### src/rtl/lc3_pipe_ctrl_if.sv
// Handshake bundle between the LC3 pipeline control unit (master) and the datapath/memories (slave).
// The master drives the stage enables and status; the slave drives the instruction, memory-ready and branch inputs.
interface lc3_pipe_ctrl_if #(
    parameter int CNT_W = 16
);
    logic             start;
    logic [15:0]      IR_exec;
    logic             imem_ready;
    logic             dmem_ready;
    logic             br_taken;
    logic             enable_updatePC;
    logic             enable_fetch;
    logic             enable_decode;
    logic             enable_execute;
    logic             enable_writeback;
    logic [1:0]       mem_state;
    logic             halted;
    logic             err;
    logic [CNT_W-1:0] retired;

    modport master (
        input  start, IR_exec, imem_ready, dmem_ready, br_taken,
        output enable_updatePC, enable_fetch, enable_decode, enable_execute,
               enable_writeback, mem_state, halted, err, retired
    );

    modport slave (
        output start, IR_exec, imem_ready, dmem_ready, br_taken,
        input  enable_updatePC, enable_fetch, enable_decode, enable_execute,
               enable_writeback, mem_state, halted, err, retired
    );
endinterface

### src/rtl/lc3_pipe_ctrl.sv
// Purpose: LC3 pipeline control -- stage enables, dmem sequencing (incl. LDI/STI pointer read), flush, halt, retire count.
// Latency: enables/mem_state combinational from state + imem_ready + opcode; halted/err/retired registered (1 cycle).
// Backpressure: imem_ready=0 freezes RUN and pauses FLUSH; dmem_ready=0 holds MEM states until DMEM_TIMEOUT aborts.
module lc3_pipe_ctrl #(
    parameter int BR_FLUSH     = 2,
    parameter int DMEM_TIMEOUT = 15,
    parameter int CNT_W        = 16
) (
    input logic              clk,
    input logic              rst,
    lc3_pipe_ctrl_if.master  bus
);
    localparam int TO_W = $clog2(DMEM_TIMEOUT + 1);

    typedef enum logic [2:0] {
        S_IDLE, S_RUN, S_MEM_IND, S_MEM_RW, S_FLUSH, S_HALT
    } state_t;

    state_t           state_q, next_state;
    logic [TO_W-1:0]  to_cnt;
    logic [3:0]       fl_cnt;
    logic             op_store;
    logic             halted_q, err_q;
    logic [CNT_W-1:0] retired_q;

    logic [3:0] opc;
    logic is_ldst, is_ind, is_st, is_ctl, is_trap, in_mem, timeout;
    logic en_upd, en_fet, en_dec, en_exe, en_wb;
    logic [1:0] ms;

    always_comb begin
        opc     = bus.IR_exec[15:12];
        is_ldst = (opc == 4'b0010) || (opc == 4'b0110) || (opc == 4'b0011) || (opc == 4'b0111);
        is_ind  = (opc == 4'b1010) || (opc == 4'b1011);
        is_st   = (opc == 4'b0011) || (opc == 4'b0111) || (opc == 4'b1011);
        is_ctl  = (opc == 4'b0000) || (opc == 4'b1100);
        is_trap = (opc == 4'b1111);
        in_mem  = (state_q == S_MEM_IND) || (state_q == S_MEM_RW);
        // Last allowed wait cycle still lets a late dmem_ready complete the access.
        timeout = in_mem && (to_cnt == TO_W'(DMEM_TIMEOUT - 1)) && !bus.dmem_ready;
    end

    always_ff @(posedge clk or posedge rst) begin
        if (rst) state_q <= S_IDLE;
        else     state_q <= next_state;
    end

    always_comb begin
        next_state = state_q;
        case (state_q)
            S_IDLE:    if (bus.start) next_state = S_RUN;
            S_RUN: begin
                if (bus.imem_ready) begin
                    if (is_ldst)                     next_state = S_MEM_RW;
                    else if (is_ind)                 next_state = S_MEM_IND;
                    else if (is_ctl && bus.br_taken) next_state = S_FLUSH;
                    else if (is_trap)                next_state = S_HALT;
                end
            end
            S_MEM_IND: begin
                if (bus.dmem_ready)   next_state = S_MEM_RW;
                else if (timeout)     next_state = S_RUN;
            end
            S_MEM_RW:  if (bus.dmem_ready || timeout) next_state = S_RUN;
            S_FLUSH:   if (bus.imem_ready && fl_cnt == 4'd1) next_state = S_RUN;
            S_HALT:    next_state = S_HALT;
            default:   next_state = S_IDLE;
        endcase
    end

    always_comb begin
        en_upd = 1'b0;
        en_fet = 1'b0;
        en_dec = 1'b0;
        en_exe = 1'b0;
        en_wb  = 1'b0;
        ms     = 2'd3;
        case (state_q)
            S_RUN: begin
                if (bus.imem_ready) begin
                    en_upd = 1'b1;
                    en_fet = 1'b1;
                    en_dec = 1'b1;
                    en_exe = 1'b1;
                    en_wb  = !(is_ldst || is_ind);
                end
            end
            S_MEM_IND: ms = 2'd2;
            S_MEM_RW: begin
                ms    = op_store ? 2'd1 : 2'd0;
                en_wb = bus.dmem_ready && !op_store;
            end
            S_FLUSH: begin
                en_upd = bus.imem_ready;
                en_fet = bus.imem_ready;
            end
            default: ;
        endcase
    end

    always_ff @(posedge clk or posedge rst) begin
        if (rst) begin
            to_cnt   <= '0;
            fl_cnt   <= '0;
            op_store <= 1'b0;
            halted_q <= 1'b0;
            err_q    <= 1'b0;
            retired_q <= '0;
        end else begin
            if (state_q != next_state) to_cnt <= '0;
            else if (in_mem)           to_cnt <= to_cnt + 1'b1;

            if (state_q == S_RUN && next_state == S_FLUSH)  fl_cnt <= 4'(BR_FLUSH);
            else if (state_q == S_FLUSH && bus.imem_ready)  fl_cnt <= fl_cnt - 4'd1;

            // IR_exec moves on during the access, so the direction is captured at issue.
            if (state_q == S_RUN && bus.imem_ready) op_store <= is_st;

            halted_q  <= (next_state == S_HALT);
            err_q     <= err_q || timeout;
            retired_q <= retired_q + CNT_W'(en_wb);
        end
    end

    assign bus.enable_updatePC  = en_upd;
    assign bus.enable_fetch     = en_fet;
    assign bus.enable_decode    = en_dec;
    assign bus.enable_execute   = en_exe;
    assign bus.enable_writeback = en_wb;
    assign bus.mem_state        = ms;
    assign bus.halted           = halted_q;
    assign bus.err              = err_q;
    assign bus.retired          = retired_q;
endmodule

### src/flat_wrapper.sv
// flat-port wrapper written by rule: the top's interface ports become plain ports
module lc3_pipe_ctrl_flat 
#(
    parameter int BR_FLUSH     = 2,
    parameter int DMEM_TIMEOUT = 15,
    parameter int CNT_W        = 16
)
  (clk, rst, bus_start, bus_IR_exec, bus_imem_ready, bus_dmem_ready, bus_br_taken, bus_enable_updatePC, bus_enable_fetch, bus_enable_decode, bus_enable_execute, bus_enable_writeback, bus_mem_state, bus_halted, bus_err, bus_retired);
  lc3_pipe_ctrl_if #(.CNT_W(CNT_W)) bus_i ();
  input logic clk;
  input logic rst;
  input wire logic [$bits(bus_i.start)-1:0] bus_start;
  input wire logic [$bits(bus_i.IR_exec)-1:0] bus_IR_exec;
  input wire logic [$bits(bus_i.imem_ready)-1:0] bus_imem_ready;
  input wire logic [$bits(bus_i.dmem_ready)-1:0] bus_dmem_ready;
  input wire logic [$bits(bus_i.br_taken)-1:0] bus_br_taken;
  output wire logic [$bits(bus_i.enable_updatePC)-1:0] bus_enable_updatePC;
  output wire logic [$bits(bus_i.enable_fetch)-1:0] bus_enable_fetch;
  output wire logic [$bits(bus_i.enable_decode)-1:0] bus_enable_decode;
  output wire logic [$bits(bus_i.enable_execute)-1:0] bus_enable_execute;
  output wire logic [$bits(bus_i.enable_writeback)-1:0] bus_enable_writeback;
  output wire logic [$bits(bus_i.mem_state)-1:0] bus_mem_state;
  output wire logic [$bits(bus_i.halted)-1:0] bus_halted;
  output wire logic [$bits(bus_i.err)-1:0] bus_err;
  output wire logic [$bits(bus_i.retired)-1:0] bus_retired;
  assign bus_i.start = bus_start;
  assign bus_i.IR_exec = bus_IR_exec;
  assign bus_i.imem_ready = bus_imem_ready;
  assign bus_i.dmem_ready = bus_dmem_ready;
  assign bus_i.br_taken = bus_br_taken;
  assign bus_enable_updatePC = bus_i.enable_updatePC;
  assign bus_enable_fetch = bus_i.enable_fetch;
  assign bus_enable_decode = bus_i.enable_decode;
  assign bus_enable_execute = bus_i.enable_execute;
  assign bus_enable_writeback = bus_i.enable_writeback;
  assign bus_mem_state = bus_i.mem_state;
  assign bus_halted = bus_i.halted;
  assign bus_err = bus_i.err;
  assign bus_retired = bus_i.retired;
  lc3_pipe_ctrl #(.BR_FLUSH(BR_FLUSH), .DMEM_TIMEOUT(DMEM_TIMEOUT), .CNT_W(CNT_W)) u_core (.clk(clk), .rst(rst), .bus(bus_i));
endmodule
### config.mk
export PLATFORM = sky130hd
export DESIGN_NAME = lc3_pipe_ctrl_flat
export DESIGN_NICKNAME = d
export VERILOG_FILES = /design/src/rtl/lc3_pipe_ctrl_if.sv /design/src/rtl/lc3_pipe_ctrl.sv /design/src/flat_wrapper.sv
export SDC_FILE = /design/constraint.sdc
export NUM_CORES = 1
export LEC_CHECK = 0
export CORE_MARGIN = 2
export CORE_UTILIZATION = 44
export DETAILED_ROUTE_END_ITERATION = 7
export PLACE_DENSITY = 0.76
export SYNTH_ARGS = -nofsm -noshare
export SYNTH_HDL_FRONTEND = slang
export SYNTH_SLANG_ARGS = --single-unit
### constraint.sdc
create_clock -name clk -period 2.7 [get_ports clk]
set_clock_uncertainty 0.05 [all_clocks]
set_input_delay 0.27 -clock clk [delete_from_list [all_inputs] [get_ports clk]]
set_output_delay 0.27 -clock clk [all_outputs]
set_load 0.01 [all_outputs]
Word-level counts from Yosys, hierarchy flattened --
Cells that the tools add are included.
Cells by class: $add $sub $neg 3, eq/ne operators 18, muxes and demuxes 22, reduce and logical (&&, ||, !) cells 26
Operators by type and width (count):
- $mux 3 | 10
- $eq 4x4->1 const B | 5
- $pmux 3 s6 | 1
- $add 16x1->16 | 1
- $mux 4 | 4
- $eq 3x3->1 const B | 4
- $logic_or 1x1->1 | 11
- $eq 4x2->1 const B | 2
- $eq 4x3->1 const B | 2
- $logic_and 1x1->1 | 8
- $eq 3x2->1 const B | 2
- $add 4x1->4 const B | 1
- $eq 4x1->1 const B | 1
- $logic_not 4->1 | 1
- $mux 1 | 4
- $pmux 1 s2 | 2
- $pmux 2 s2 | 1
- $reduce_bool 2->1 | 2
- $sub 4x1->4 const B | 1
- $eq 3x1->1 const B | 1
- $logic_not 1->1 | 3
- $logic_not 3->1 | 1
- $ne 3x3->1 | 1
Word-level totals: register bits after elaboration 30, input port bits 22, output and inout bits 25, logic and storage cells 76

Logic depth before layout (Yosys ltp) --
Gate-level depths: netlist (run 1).
depth after elaboration 11, depth in mapped cells 10, depth with buffers taken out 9

Least setup slack after synthesis (run 1) --
No wires, ideal clock.
kind reg-to-reg, from reg u_core.state_q[2], to reg u_core.retired_q[14], in the netlist u_core.bus.retired[14], setup time 125 ps, arrival 2520 ps, data required time 2525 ps, setup slack 4 ps, cell stages (with the launch flop) 11, path buffers 1, cells stage by stage dfrtp_1 > buf_4 > nor2b_1 > nand2_1 > o32ai_1 > ha_1 > ha_1 > nand4_1 > nor3_1 > nand3_1 > xnor2_1
On the way: longest elaborated chain between the ends 3, elaborated cells on any way between the ends 4
RTL lines:
- start, declared | RTL line lc3_pipe_ctrl.sv:19 | state_t state_q, next_state;
- start signal, assigned | RTL line lc3_pipe_ctrl.sv:45 | else state_q <= next_state;
- $eq 3x2->1 or $eq 3x1->1 (tied branches) | RTL line lc3_pipe_ctrl.sv:78 | case (state_q)
- $pmux 1 s2 * | RTL line lc3_pipe_ctrl.sv:78
- named net bus_enable_writeback | RTL line flat_wrapper.sv:21 | output wire logic [$bits(bus_i.enable_writeback)-1:0] bus_enable_writeback;
- $add 16x1->16 * | RTL line lc3_pipe_ctrl.sv:121 | retired_q <= retired_q + CNT_W'(en_wb);
- end signal, assigned | RTL line lc3_pipe_ctrl.sv:121
- end, declared | RTL line lc3_pipe_ctrl.sv:24 | logic [CNT_W-1:0] retired_q;
The timed path passes the listed nets; every way through them passes the cells marked *. A chain may end at the register's enable or synchronous reset.

Worst setup path in the final report (run 1) --
from reg u_core.state_q[2], to reg u_core.retired_q[15], in the netlist u_core.bus.retired[15]
On the way: longest elaborated chain between the ends 3, elaborated cells on any way between the ends 4
RTL lines (RTL line):
- $eq 3x2->1 or $eq 3x1->1 (tied branches) | lc3_pipe_ctrl.sv:78
- $pmux 1 s2 * | lc3_pipe_ctrl.sv:78
- $add 16x1->16 * | lc3_pipe_ctrl.sv:121
Mark *: on every way between the ends. The rest lies on a longest branch, timed or not.

==> flow_summary.ini, run 1 <==
[detailed_routing]
ant_nets = 0
via_count = 1362
dr.pass1.iters = 4
route.detailed.drc = 0
vias_per_cell = 5.20
wl_per_cell_um = 12.4
wl_um = 3260
dr.first_iter.drc_count = 67

[min_path]
hold_class = in2async

[sta]
finalSetupTns_ns = 0
post-route-period-util_pct = 92.9
setup_viol = 0
max_freq_mhz = 399
maxSlewViolCount = 0
final_hold_viol_count = 0
rsz0062_at_grt = no
worst_pin_slew_ns = 0.555
fin_crit_ns = 2.51
max_slew_margin_pct = 62.0

[power_and_ir_drop]
seqPwrFrac_pct = 34.2
cellPowerDensity_nw_per_um2 = 888
p_sw_share_pct = 36.0
combPwrFrac_pct = 47.2
clkPwrFrac_pct = 18.6
internal-power_uw = 1260
vdd_drop_max_mv = 0.555
power.leakage_uw = 0.000997
p_sw_uw = 709
p_total_uw = 1970

[floorplan]
io_pins = 47
fp.dieW_um = 64.9
num_rows = 22
dieArea_um2 = 4210
fp.dieH_um = 64.9
start_util_pct = 45.2
core_um2 = 3610

[logic_synthesis]
ys_warn_count = 0
syn_avg_cell_area_um2 = 10.2
ys.flop_type = dfrtp_1
syn_inst = 160
async_flop_share_pct = 100
synthTopCellsByArea = dfrtp_1, xnor2_1, ha_1
synth_top_area_share_pct = 46.0
ys_seq_area_share_pct = 46.0
ys_seq_elements = 30
synth_fp_nets = 188
ys_types = 43
syn_area_um2 = 1630
yosysTopAreaCell = dfrtp_1
synth_edf_count = 0

[finish]
diodes = 0
instances_no_fill = 262
layout_common_cells = clkdlybuf4s50_1, dfrtp_1, buf_4
fin_util_pct = 61.5
drive_above_1_share_pct = 14.5
final_cell_area_um2 = 2220
nets = 241
synthToLayoutAreaGrowth_pct = 35.8
layout_commonest_cell = clkdlybuf4s50_1

[clocking]
cts-root-buf = clkbuf_8
clk_pin_slew_ns = 0.06
clockBufferDepth = 2
cts_buffers = 5
cts_hold_buffers = 0
cts_tree = yes
ctsResizeCount = 0
cts_setup_buffers = 0
h-tree-depth = 2
cts.sinks = 30
clk_latency_ns = 0.28

[worst_setup_path]
worstPathRequired_ns = 2.82
r2r_cells = 10
cp-start-kind = register
r2r-start = u_core.state_q[2]
worstPathMaxFanout = 3
crit_type = reg2reg
crit_arrival_ns = 2.62
endpoint_kind = register
rrSetupSlack_ns = 0.19
worstReg2RegEnd = u_core.bus.retired[15]

[global_route]
overflow = 0
grt_antenna_before_repair = 0
grt_pass1_vias = 1298
grt_max_degree = 31
grt_pass1_wl_um = 5670
globalRouteTotalUtil_pct = 17.6

[placement]
port_buffers = 34
dp_cells = 254
dpl.hpwl_um = 2530
placed_area_um2 = 2120
place.gp.congestion = 0.805

[flow_run]
drv_cap = 0

[run_status]
status = completed
## power groups by stage
stage	sequential, uW	clock, uW	combinational (uW)
CTS	674	379	932
global placement	673	0	912
detailed placement	680	0	929
global route	693	398	1030
floorplan	675	0	547
finish	673	367	928
## cells in the mapped netlist (2+ instances only)
| library cell | n |
|---|---|
| a2111oi_1 | 4 |
| a211o_1 | 2 |
| a211oi_1 | 3 |
| buf_4 | 5 |
| dfrtp_1 | 30 |
| ha_1 | 6 |
| inv_1 | 10 |
| nand2_1 | 17 |
| nand2b_1 | 3 |
| nand3_1 | 8 |
| nand4_1 | 4 |
| nor2_1 | 11 |
| nor2b_1 | 2 |
| nor3_1 | 2 |
| nor3b_1 | 3 |
| nor4_1 | 2 |
| o21ai_0 | 2 |
| o32ai_1 | 2 |
| xnor2_1 | 15 |
| xor2_1 | 6 |
## worst max-delay path by stage
stage	end	cells after the start	slack, ns	from
after detailed placement	u_core.bus.retired[15]	10	-0.05	bus_imem_ready
after global placement	u_core.bus.retired[15]	10	-0.03	bus_imem_ready
after floorplan	u_core.bus.retired[14]	10	0.004	u_core.state_q[2]
after global routing	u_core.bus.retired[15]	10	0.009	u_core.state_q[2]
final	u_core.bus.retired[15]	10	0.19	u_core.state_q[2]
after CTS	u_core.bus.retired[15]	10	0.16	u_core.state_q[2]
## state kept, by name (all words and copies together) (netlist names)
register and cells:
u_core.bus.err 1, u_core.bus.retired 16, u_core.bus.halted 1, u_core.fl_cnt 4, u_core.op_store 1, u_core.state_q 3
u_core.to_cnt 4
## area by class of cell
class | instances | area [um2]
multi-input combinational | 113 | 797
clock inverter | 1 | 5.00
sequential | 30 | 751
fill | 295 | 1390
timing repair buffer | 52 | 475
clock buffer | 7 | 86.3
inverter | 11 | 41.3
tap | 48 | 60.1
## logic make-up after synthesis
logic type / synth area share, %
AOI/OAI and AO/OA: 14.1
xor gates and xnor gates: 11.3
buffers and inverters: 5.14
DFF: 46.0
and+or+nand+nor: 18.9
adders and majority gates: 4.60
## critical path: stages, from the launching register on
cell      delay, ns
dfrtp_1        0.40
nand2b_1       0.18
or3b_4         0.38
o32ai_1        0.23
ha_1           0.25
buf_4          0.12
nand3_1        0.08
nor4_1         0.29
buf_4          0.17
nand4_1        0.10
xnor2_1        0.14
## routing by layer
metal | global-route usage (%) | up-vias | wire length, um
met4 | 8.24 | 0 | 58
met2 | 29.0 | 47 | 1600
met3 | 3.82 | 5 | 167
li1 | - | 671 | -
met1 | 21.9 | 639 | 1440
met5 | 0 | - | 0
## stage by stage
stage	worst slack (ns)	hold WS, ns
detailed placement	-0.0481	0.415
finish	0.193	0.313
floorplan	0.00414	0.311
global placement	-0.0302	0.405
global route	0.00916	0.370
CTS	0.159	0.328
Power figures use the tool's default switching activity.
==> run 2: changes to the inputs <==
--- a/config.mk
+++ b/config.mk
@@ -8,7 +8,8 @@
 export CORE_MARGIN = 2
 export CORE_UTILIZATION = 44
 export DETAILED_ROUTE_END_ITERATION = 7
-export PLACE_DENSITY = 0.76
+export PLACE_DENSITY = 0.75
+export SLEW_MARGIN = 30
 export SYNTH_ARGS = -nofsm -noshare
 export SYNTH_HDL_FRONTEND = slang
 export SYNTH_SLANG_ARGS = --single-unit
==> run 2 against run 1 <==
  * Clock power up 14%
  * First-iteration DRC count down 9.0%
  * Register-to-register slack worse by 0.02 ns
  * Non-clock buffer count up 2
  * Sequential share of layout area down 0.51 points
==> flow_summary.ini, run 2 (same netlist as run 1, synthesis figures left out) <==
[worst_setup_path]
slowest_delay_ns = 0.40
crit_type = reg2reg
cp-startpoint = u_core.state_q[2]
worstPathMaxFanout = 4
crit_arrival_ns = 2.64
cp-start-kind = register
path_delay_family = simple AND/OR/NAND/NOR gates
endpoint_kind = register
r2r-start = u_core.state_q[2]
crit_buf_inv = 2
cp_slowest_cell = dfrtp_1
timing.critical_path.mode_cell = buf_4
r2r_cells = 10
crit_chain = nand2b_1, or3b_4, o32ai_1, ha_1, buf_4, nand3_1, nor4_1, buf_4, nand4_1, xnor2_1
worstReg2RegEnd = u_core.bus.retired[15]
rrSetupSlack_ns = 0.18
worstPathRequired_ns = 2.81

[detailed_routing]
vias_per_cell = 5.23
ant_nets = 0
dr.first_iter.drc_count = 61
wl_per_cell_um = 13.2
route.detailed.drc = 0
via_count = 1381
wl_um = 3480
dr.pass1.iters = 4

[floorplan]
fp.dieW_um = 64.9
core_um2 = 3610
fp.dieH_um = 64.9
dieArea_um2 = 4210
io_pins = 47
start_util_pct = 45.2
num_rows = 22

[flow_run]
drv_cap = 0

[power_and_ir_drop]
p_sw_share_pct = 35.7
cellPowerDensity_nw_per_um2 = 908
clkPwrFrac_pct = 20.4
vdd_drop_max_mv = 0.408
p_sw_uw = 729
p_total_uw = 2040
power.leakage_uw = 0.00102
internal-power_uw = 1310
combPwrFrac_pct = 46.4
seqPwrFrac_pct = 33.2

[finish]
diodes = 0
multi_input_area_um2 = 797
fin_util_pct = 62.4
ff_latch_area_um2 = 751
nets = 243
layout_commonest_cell = clkdlybuf4s50_1
drive_above_1_share_pct = 15.7
layout_common_cells = clkdlybuf4s50_1, dfrtp_1, buf_4
largest_reg_flops = 16
fillers = 292
synthToLayoutAreaGrowth_pct = 37.9

[placement]
place.gp.congestion = 0.802
dpl.hpwl_um = 2700
port_buffers = 34

[clocking]
h-tree-depth = 2
cts_buffers = 5
cts.sinks = 30
cts-root-buf = clkbuf_8
ctsResizeCount = 0
clk_latency_ns = 0.28
cts_tree = yes
cts_hold_buffers = 0
clockBufferDepth = 2
cts_setup_buffers = 0
clk_pin_slew_ns = 0.06

[sta]
maxSlewViolCount = 0
max_freq_mhz = 396
fin_crit_ns = 2.52
post-route-period-util_pct = 93.5
worst_pin_slew_ns = 0.499
setup_viol = 0
max_slew_margin_pct = 65.9
finalSetupTns_ns = 0
final_hold_viol_count = 0
rsz0062_at_grt = no

[min_path]
hold_class = in2async

[global_route]
overflow = 0
grt_pass1_wl_um = 6030
grt_pass1_vias = 1413
grt_max_degree = 31
grt_antenna_before_repair = 0
globalRouteTotalUtil_pct = 19.0

[run_status]
status = completed
run 2: cell count changes in the layout (fill, tap and decap cells not counted), sizes merged:
cell | before | now
buf | 18 | 20
clkbuf | 7 | 8
clkinv | 1 | 0
run 2: worst reg2reg max path, cell delays in order (launching register included):
cell	delay, ns
dfrtp_1	0.40
nand2b_1	0.18
or3b_4	0.38
o32ai_1	0.23
ha_1	0.25
buf_4	0.12
nand3_1	0.08
nor4_1	0.29
buf_4	0.17
nand4_1	0.10
xnor2_1	0.14
run 2: stage by stage:
stage,std cells,hold slack [ns],cell area (um2),setup WS [ns]
6_report,264,0.315,2250,0.177
5_1_grt,264,0.358,2250,0.0112
4_1_cts,264,0.319,2250,0.148
3_5_place_dp,256,0.411,2140,-0.0268
3_3_place_gp,256,0.405,2140,0.0468
2_1_floorplan,160,0.311,1630,0.00414
run 2: power by group through the flow:
stage	Sequential [uW]	Clock (uW)	Combinational (uW)
after floorplan	675	0	547
after global placement	677	0	910
after detailed placement	686	0	945
after CTS	678	427	954
after global routing	695	459	1030
final	679	417	948
run 2: how the worst max path moves through the flow:
stage                                  end  slack (ns)  cells past startpoint
floorplan           u_core.bus.retired[14]       0.004                     10
global placement    u_core.bus.retired[15]        0.05                     10
CTS                 u_core.bus.retired[15]        0.15                     10
detailed placement  u_core.bus.retired[15]       -0.03                     10
global route        u_core.bus.retired[15]        0.01                     10
finish              u_core.bus.retired[15]        0.18                     10
run 2: layout make-up:
class | count | share of cell area (%)
Inverter | 11 | 1.84
Tap cell | 48 | 2.67
Sequential cell | 30 | 33.4
Clock buffer | 8 | 4.89
Multi-Input combinational cell | 113 | 35.4
Timing Repair Buffer | 54 | 21.8
run 2: layer usage:
layer / share of wire (%) / wire, um / global-route usage [%] / vias up
met5: 0 / 0 / 0 / -
met4: 1.9 / 65 / 7.98 / 0
met3: 4.7 / 164 / 4.86 / 6
met2: 52 / 1800 / 36.3 / 43
met1: 42 / 1450 / 19.2 / 658
li1: - / - / - / 674
==> run 3: changes to the inputs <==
--- a/config.mk
+++ b/config.mk
@@ -13,3 +13,4 @@
 export SYNTH_ARGS = -nofsm -noshare
 export SYNTH_HDL_FRONTEND = slang
 export SYNTH_SLANG_ARGS = --single-unit
+export TNS_END_PERCENT = 50
==> results of run 3 <==
The final DEF is identical to that of run 2; final timing and power are the same.
